File: src/rtl/pipeline_stall_ctrl.sv
// Stall/flush response controller: sequences MEM-stage SRAM waits and drives freeze/bubble/flush.
// Optional statistics counters are built when STALL_STATS_EN is defined; otherwise they read 0.
module pipeline_stall_ctrl #(
   parameter int unsigned MEM_TIMEOUT = 64,
   parameter int unsigned CNT_WIDTH   = 32
) (
   input  logic                 clk,
   input  logic                 rst,
   input  logic                 hazard_detected,
   input  logic                 branch_taken,
   input  logic                 mem_req,
   input  logic                 mem_ready,
   output logic                 mem_start,
   output logic                 freeze_all,
   output logic                 freeze_if,
   output logic                 bubble,
   output logic                 flush,
   output logic                 timeout_err,
   output logic [CNT_WIDTH-1:0] hazard_stall_cnt,
   output logic [CNT_WIDTH-1:0] mem_stall_cnt,
   output logic [CNT_WIDTH-1:0] flush_cnt
);

   typedef enum logic [1:0] {RUN, MEM_WAIT, RELEASE} state_t;

   localparam logic [15:0] WAIT_LAST = 16'(MEM_TIMEOUT - 1);

   state_t      state, state_nxt;
   logic [15:0] wait_cnt;
   logic        timeout_q;
   logic        timeout_hit;

   always_comb begin
      mem_start   = 1'b0;
      freeze_all  = 1'b0;
      freeze_if   = 1'b0;
      bubble      = 1'b0;
      flush       = 1'b0;
      timeout_hit = 1'b0;
      state_nxt   = state;
      case (state)
         RUN: begin
            if (mem_req) begin
               mem_start  = 1'b1;
               freeze_all = 1'b1;
               freeze_if  = 1'b1;
               state_nxt  = MEM_WAIT;
            end else if (branch_taken) begin
               flush = 1'b1;
            end else if (hazard_detected) begin
               freeze_if = 1'b1;
               bubble    = 1'b1;
            end
         end
         MEM_WAIT: begin
            freeze_all = 1'b1;
            freeze_if  = 1'b1;
            if (mem_ready) begin
               state_nxt = RELEASE;
            end else if (wait_cnt == WAIT_LAST) begin
               timeout_hit = 1'b1;
               state_nxt   = RELEASE;
            end
         end
         RELEASE: begin
            // mem_req still belongs to the departing instruction here, so it must not restart
            state_nxt = RUN;
            if (branch_taken) begin
               flush = 1'b1;
            end else if (hazard_detected) begin
               freeze_if = 1'b1;
               bubble    = 1'b1;
            end
         end
         default: state_nxt = RUN;
      endcase
      if (!rst) begin
         mem_start   = 1'b0;
         freeze_all  = 1'b0;
         freeze_if   = 1'b0;
         bubble      = 1'b0;
         flush       = 1'b0;
         timeout_hit = 1'b0;
         state_nxt   = RUN;
      end
   end

   always_ff @(posedge clk) begin
      if (!rst) begin
         state     <= RUN;
         wait_cnt  <= '0;
         timeout_q <= 1'b0;
      end else begin
         state <= state_nxt;
         if (state == MEM_WAIT) wait_cnt <= wait_cnt + 16'd1;
         else                   wait_cnt <= '0;
         if (timeout_hit) timeout_q <= 1'b1;
      end
   end

   assign timeout_err = timeout_q & rst;

`ifdef STALL_STATS_EN
   logic [CNT_WIDTH-1:0] hazard_q, mem_q, flush_q;

   always_ff @(posedge clk) begin
      if (!rst) begin
         hazard_q <= '0;
         mem_q    <= '0;
         flush_q  <= '0;
      end else begin
         if (bubble)     hazard_q <= hazard_q + CNT_WIDTH'(1);
         if (freeze_all) mem_q    <= mem_q + CNT_WIDTH'(1);
         if (flush)      flush_q  <= flush_q + CNT_WIDTH'(1);
      end
   end

   assign hazard_stall_cnt = rst ? hazard_q : '0;
   assign mem_stall_cnt    = rst ? mem_q    : '0;
   assign flush_cnt        = rst ? flush_q  : '0;
`else
   assign hazard_stall_cnt = '0;
   assign mem_stall_cnt    = '0;
   assign flush_cnt        = '0;
`endif

endmodule
File: config.mk
export PLATFORM = sky130hd
export DESIGN_NAME = pipeline_stall_ctrl
export DESIGN_NICKNAME = d
export VERILOG_FILES = /design/src/rtl/pipeline_stall_ctrl.sv
export SDC_FILE = /design/constraint.sdc
export NUM_CORES = 1
export LEC_CHECK = 0
export BUFFER_PORTS_ARGS = -buffer_cell sky130_fd_sc_hd__buf_2
export CAP_MARGIN = 40
export CORE_MARGIN = 10
export CORE_UTILIZATION = 36
export CTS_CLUSTER_DIAMETER = 200
export DETAILED_ROUTE_END_ITERATION = 8
export GPL_TIMING_DRIVEN = 0
export PLACE_DENSITY = 0.71
export SLEW_MARGIN = 20
export SYNTH_ARGS = -nofsm -noshare
export SYNTH_HDL_FRONTEND = slang
export SYNTH_SLANG_ARGS = --single-unit
File: constraint.sdc
create_clock -name clk -period 3.9 [get_ports clk]
set_input_delay 0.78 -clock clk [delete_from_list [all_inputs] [get_ports clk]]
set_output_delay 0.78 -clock clk [all_outputs]
set_load 0.02 [all_outputs]
==> results.json <==
{
  "outcome": "complete, no violations",
  "setup_viol": 0,
  "critPathTopFamily": "simple AND/OR/NAND/NOR gates",
  "p_int_mw": 0.341,
  "drive_gt1_frac": 0.365,
  "hp-class": "reg2reg",
  "seqPwrFrac": 0.374,
  "path_clk_slew_ns": 0.08,
  "insertion_delay_ns": 0.27,
  "cp_cell_sequence": "buf_2 > nor2b_1 > nand3b_1 > nor2_1 > buf_2",
  "drcViolationCount": 0,
  "yosysTopAreaCellShare": 0.444,
  "crit_path_end_kind": "primary output",
  "antenna_found_initial": 0,
  "syn2layout_area_growth_pct": 32.4,
  "p_sw_mw": 0.187,
  "crit_slowest_cell": "nor2b_1",
  "clock_sinks": 19,
  "max_stage_delay_ns": 0.20,
  "dpl_cell_area_um2": 2100,
  "dieArea_um2": 7590,
  "cts_tree": "built",
  "use_met1": 0.0785,
  "powerDensity_nw_per_um2": 246,
  "antennaDiodeCount": 0,
  "drt_iter0_markers": 35,
  "finalCriticalPeriod_ns": 2.23,
  "yosysUniqueCellTypes": 32,
  "die_h_um": 87.1,
  "synthTopCellsByArea": "buf_4 44%, dfxtp_1 23%, a21oi_1 2.5%, nand2_1 2.3%, nor4_1 1.9%",
  "ys_warn_count": 0,
  "cts_buffers": 3,
  "grt_pass1_wl_mm": 5.46,
  "swShare": 0.353,
  "die_x_um": 87.1,
  "busiest_layer": "met2",
  "cts_resized": 0,
  "dp_hpwl_mm": 3.07,
  "p_clk_frac": 0.273,
  "via_per_inst": 3.45,
  "ys_ff_latch": 19,
  "grt_pass1_vias": 1132,
  "fmax_mhz": 449,
  "grt_max_degree": 13,
  "syn_avg_cell_area_um2": 8.03,
  "finalCritPeriodShare": 0.571,
  "grt_overflow": 0,
  "irDropWorstVdd_mv": 0.183,
  "drtPass1Iterations": 4,
  "hold_viol_final": 0,
  "cts_setup_buffers": 0,
  "cts-root-buf": "clkbuf_8",
  "final_antenna_net_count": 0,
  "required_ns": 3.12,
  "critPathLaunchType": "input port",
  "wirelength_mm": 3.41,
  "post-route-util": 0.493,
  "multiInputGateArea_um2": 841,
  "postCtsHoldBufs": 0,
  "crit_buf_inv": 2,
  "avgRoutedWirePerCell_um": 9.38,
  "grt_usage": 0.0850,
  "finClkSkew_ns": 0.00640,
  "met3_usage": 0.0478,
  "ioPinCount": 108,
  "tns_ns": 0,
  "core_area_um2": 4350,
  "synthCells": 202,
  "p_comb_frac": 0.353,
  "worstPathArrival_ns": 1.45,
  "crit_top_cell": "buf_2",
  "drv_slew": 0,
  "regArea_um2": 380,
  "gp_congestion": 0.783,
  "worst-path-max-fanout": 4,
  "rsz0062_at_grt": "false",
  "leakage_nw": 1.19,
  "nFillCells": 424,
  "syn-cell-area_um2": 1620,
  "nets": 320,
  "fin_area_um2": 2150,
  "clk_path_buf_depth": 2,
  "met2_usage": 0.153,
  "worstSetupPathType": "in2out",
  "yosysSeqAreaShare": 0.234,
  "portBuffers": 11,
  "row_count": 24,
  "maxCapViolCount": 0,
  "vias": 1256,
  "htreeDepth": 1,
  "yosysTopAreaCell": "buf_4",
  "start_util": 0.373
}
## per-layer routing
| layer | up-vias | part of all wire |
|---|---|---|
| met2 | 55 | 0.50 |
| met4 | 0 | 0.012 |
| met3 | 3 | 0.15 |
| li1 | 702 | - |
| met1 | 496 | 0.33 |
| met5 | - | 0 |
## worst reg2reg max path, stage by stage, from the launching register on
cell,delay (ns)
dfxtp_1,0.37
ha_1,0.21
nand3_1,0.24
or4_1,0.56
a21oi_1,0.14
## placed cells by master, fill, tap and decap left out, types with 4 or more instances in the layout
cell / n
a21oi_1: 8
buf_2: 11
buf_4: 96
conb_1: 96
dfxtp_1: 19
inv_1: 5
nand2_1: 10
nand3_1: 5
nor2_1: 6
nor4_1: 5
o21ai_0: 4
o31ai_1: 4
or4_1: 4
## kinds of logic after synthesis
logic type / count (synthesis) / share of synthesized area
flops: 19 / 0.234
fa+ha+maj: 1 / 0.00771
compound gates: 20 / 0.0748
other cells: 1 / 0.00231
simple gates: 51 / 0.179
buf+inv: 104 / 0.467
xor+xnor: 3 / 0.0162
mux: 3 / 0.0185
## cells in the mapped netlist
library cell  count
buf_4            96
dfxtp_1          19
nand2_1          10
a21oi_1           8
nor2_1            6
inv_1             5
nand3_1           5
nor4_1            5
o21ai_0           4
o31ai_1           4
or4_1             4
and2_1            3
mux2i_1           3
nand2b_1          3
nand4_1           3
nor2b_1           3
or3_1             3
clkbuf_1          2
o21a_1            2
xnor2_1           2
a31o_2            1
and3_1            1
and3b_1           1
buf_6             1
conb_1            1
ha_1              1
nand3b_1          1
nand4_2           1
nor3_1            1
nor4bb_1          1
o21bai_1          1
xor2_1            1
## layout make-up
class                           count  share of cell area
Clock buffer                        3              0.0192
Timing Repair Buffer               11              0.0256
Tap cell                           52              0.0303
Clock inverter                      1             0.00349
Sequential cell                    19               0.177
Buffer                             99               0.344
Inverter                            5             0.00874
Multi-Input combinational cell    174               0.391
## sequential cells by signal (all words and copies together), names as in the netlist
register,cells
state,2
timeout_q,1
wait_cnt,16
## power by group through the flow
stage	sequential (mW)	clock, mW	combinational [mW]
6_report	0.198	0.144	0.186
5_1_grt	0.198	0.155	0.202
4_1_cts	0.198	0.150	0.179
3_5_place_dp	0.202	0	0.179
3_3_place_gp	0.202	0	0.178
2_1_floorplan	0.202	0	0.170
## final timing paths
| kind | startpoint | end | slack [ns] | cells after the start |
|---|---|---|---|---|
| hold reg to reg | wait_cnt[0] | wait_cnt[0] | 0.47 | 1 |
| setup reg to reg | wait_cnt[0] | wait_cnt[12] | 2.30 | 4 |
| hold / removal | wait_cnt[0] | wait_cnt[0] | 0.47 | 1 |
| setup / recovery | rst | bubble | 1.67 | 5 |
## metrics by stage
stage | setup slack [ns] | power [mW] | hold WS [ns] | instances
5_1_grt | 1.54 | 0.555 | 0.494 | 364
4_1_cts | 1.66 | 0.526 | 0.474 | 364
6_report | 1.67 | 0.528 | 0.471 | 364
3_5_place_dp | 1.67 | 0.381 | 0.455 | 360
2_1_floorplan | 1.78 | 0.371 | 0.430 | 297
3_3_place_gp | 1.65 | 0.380 | 0.443 | 360
(Power assumes the default switching activity.)
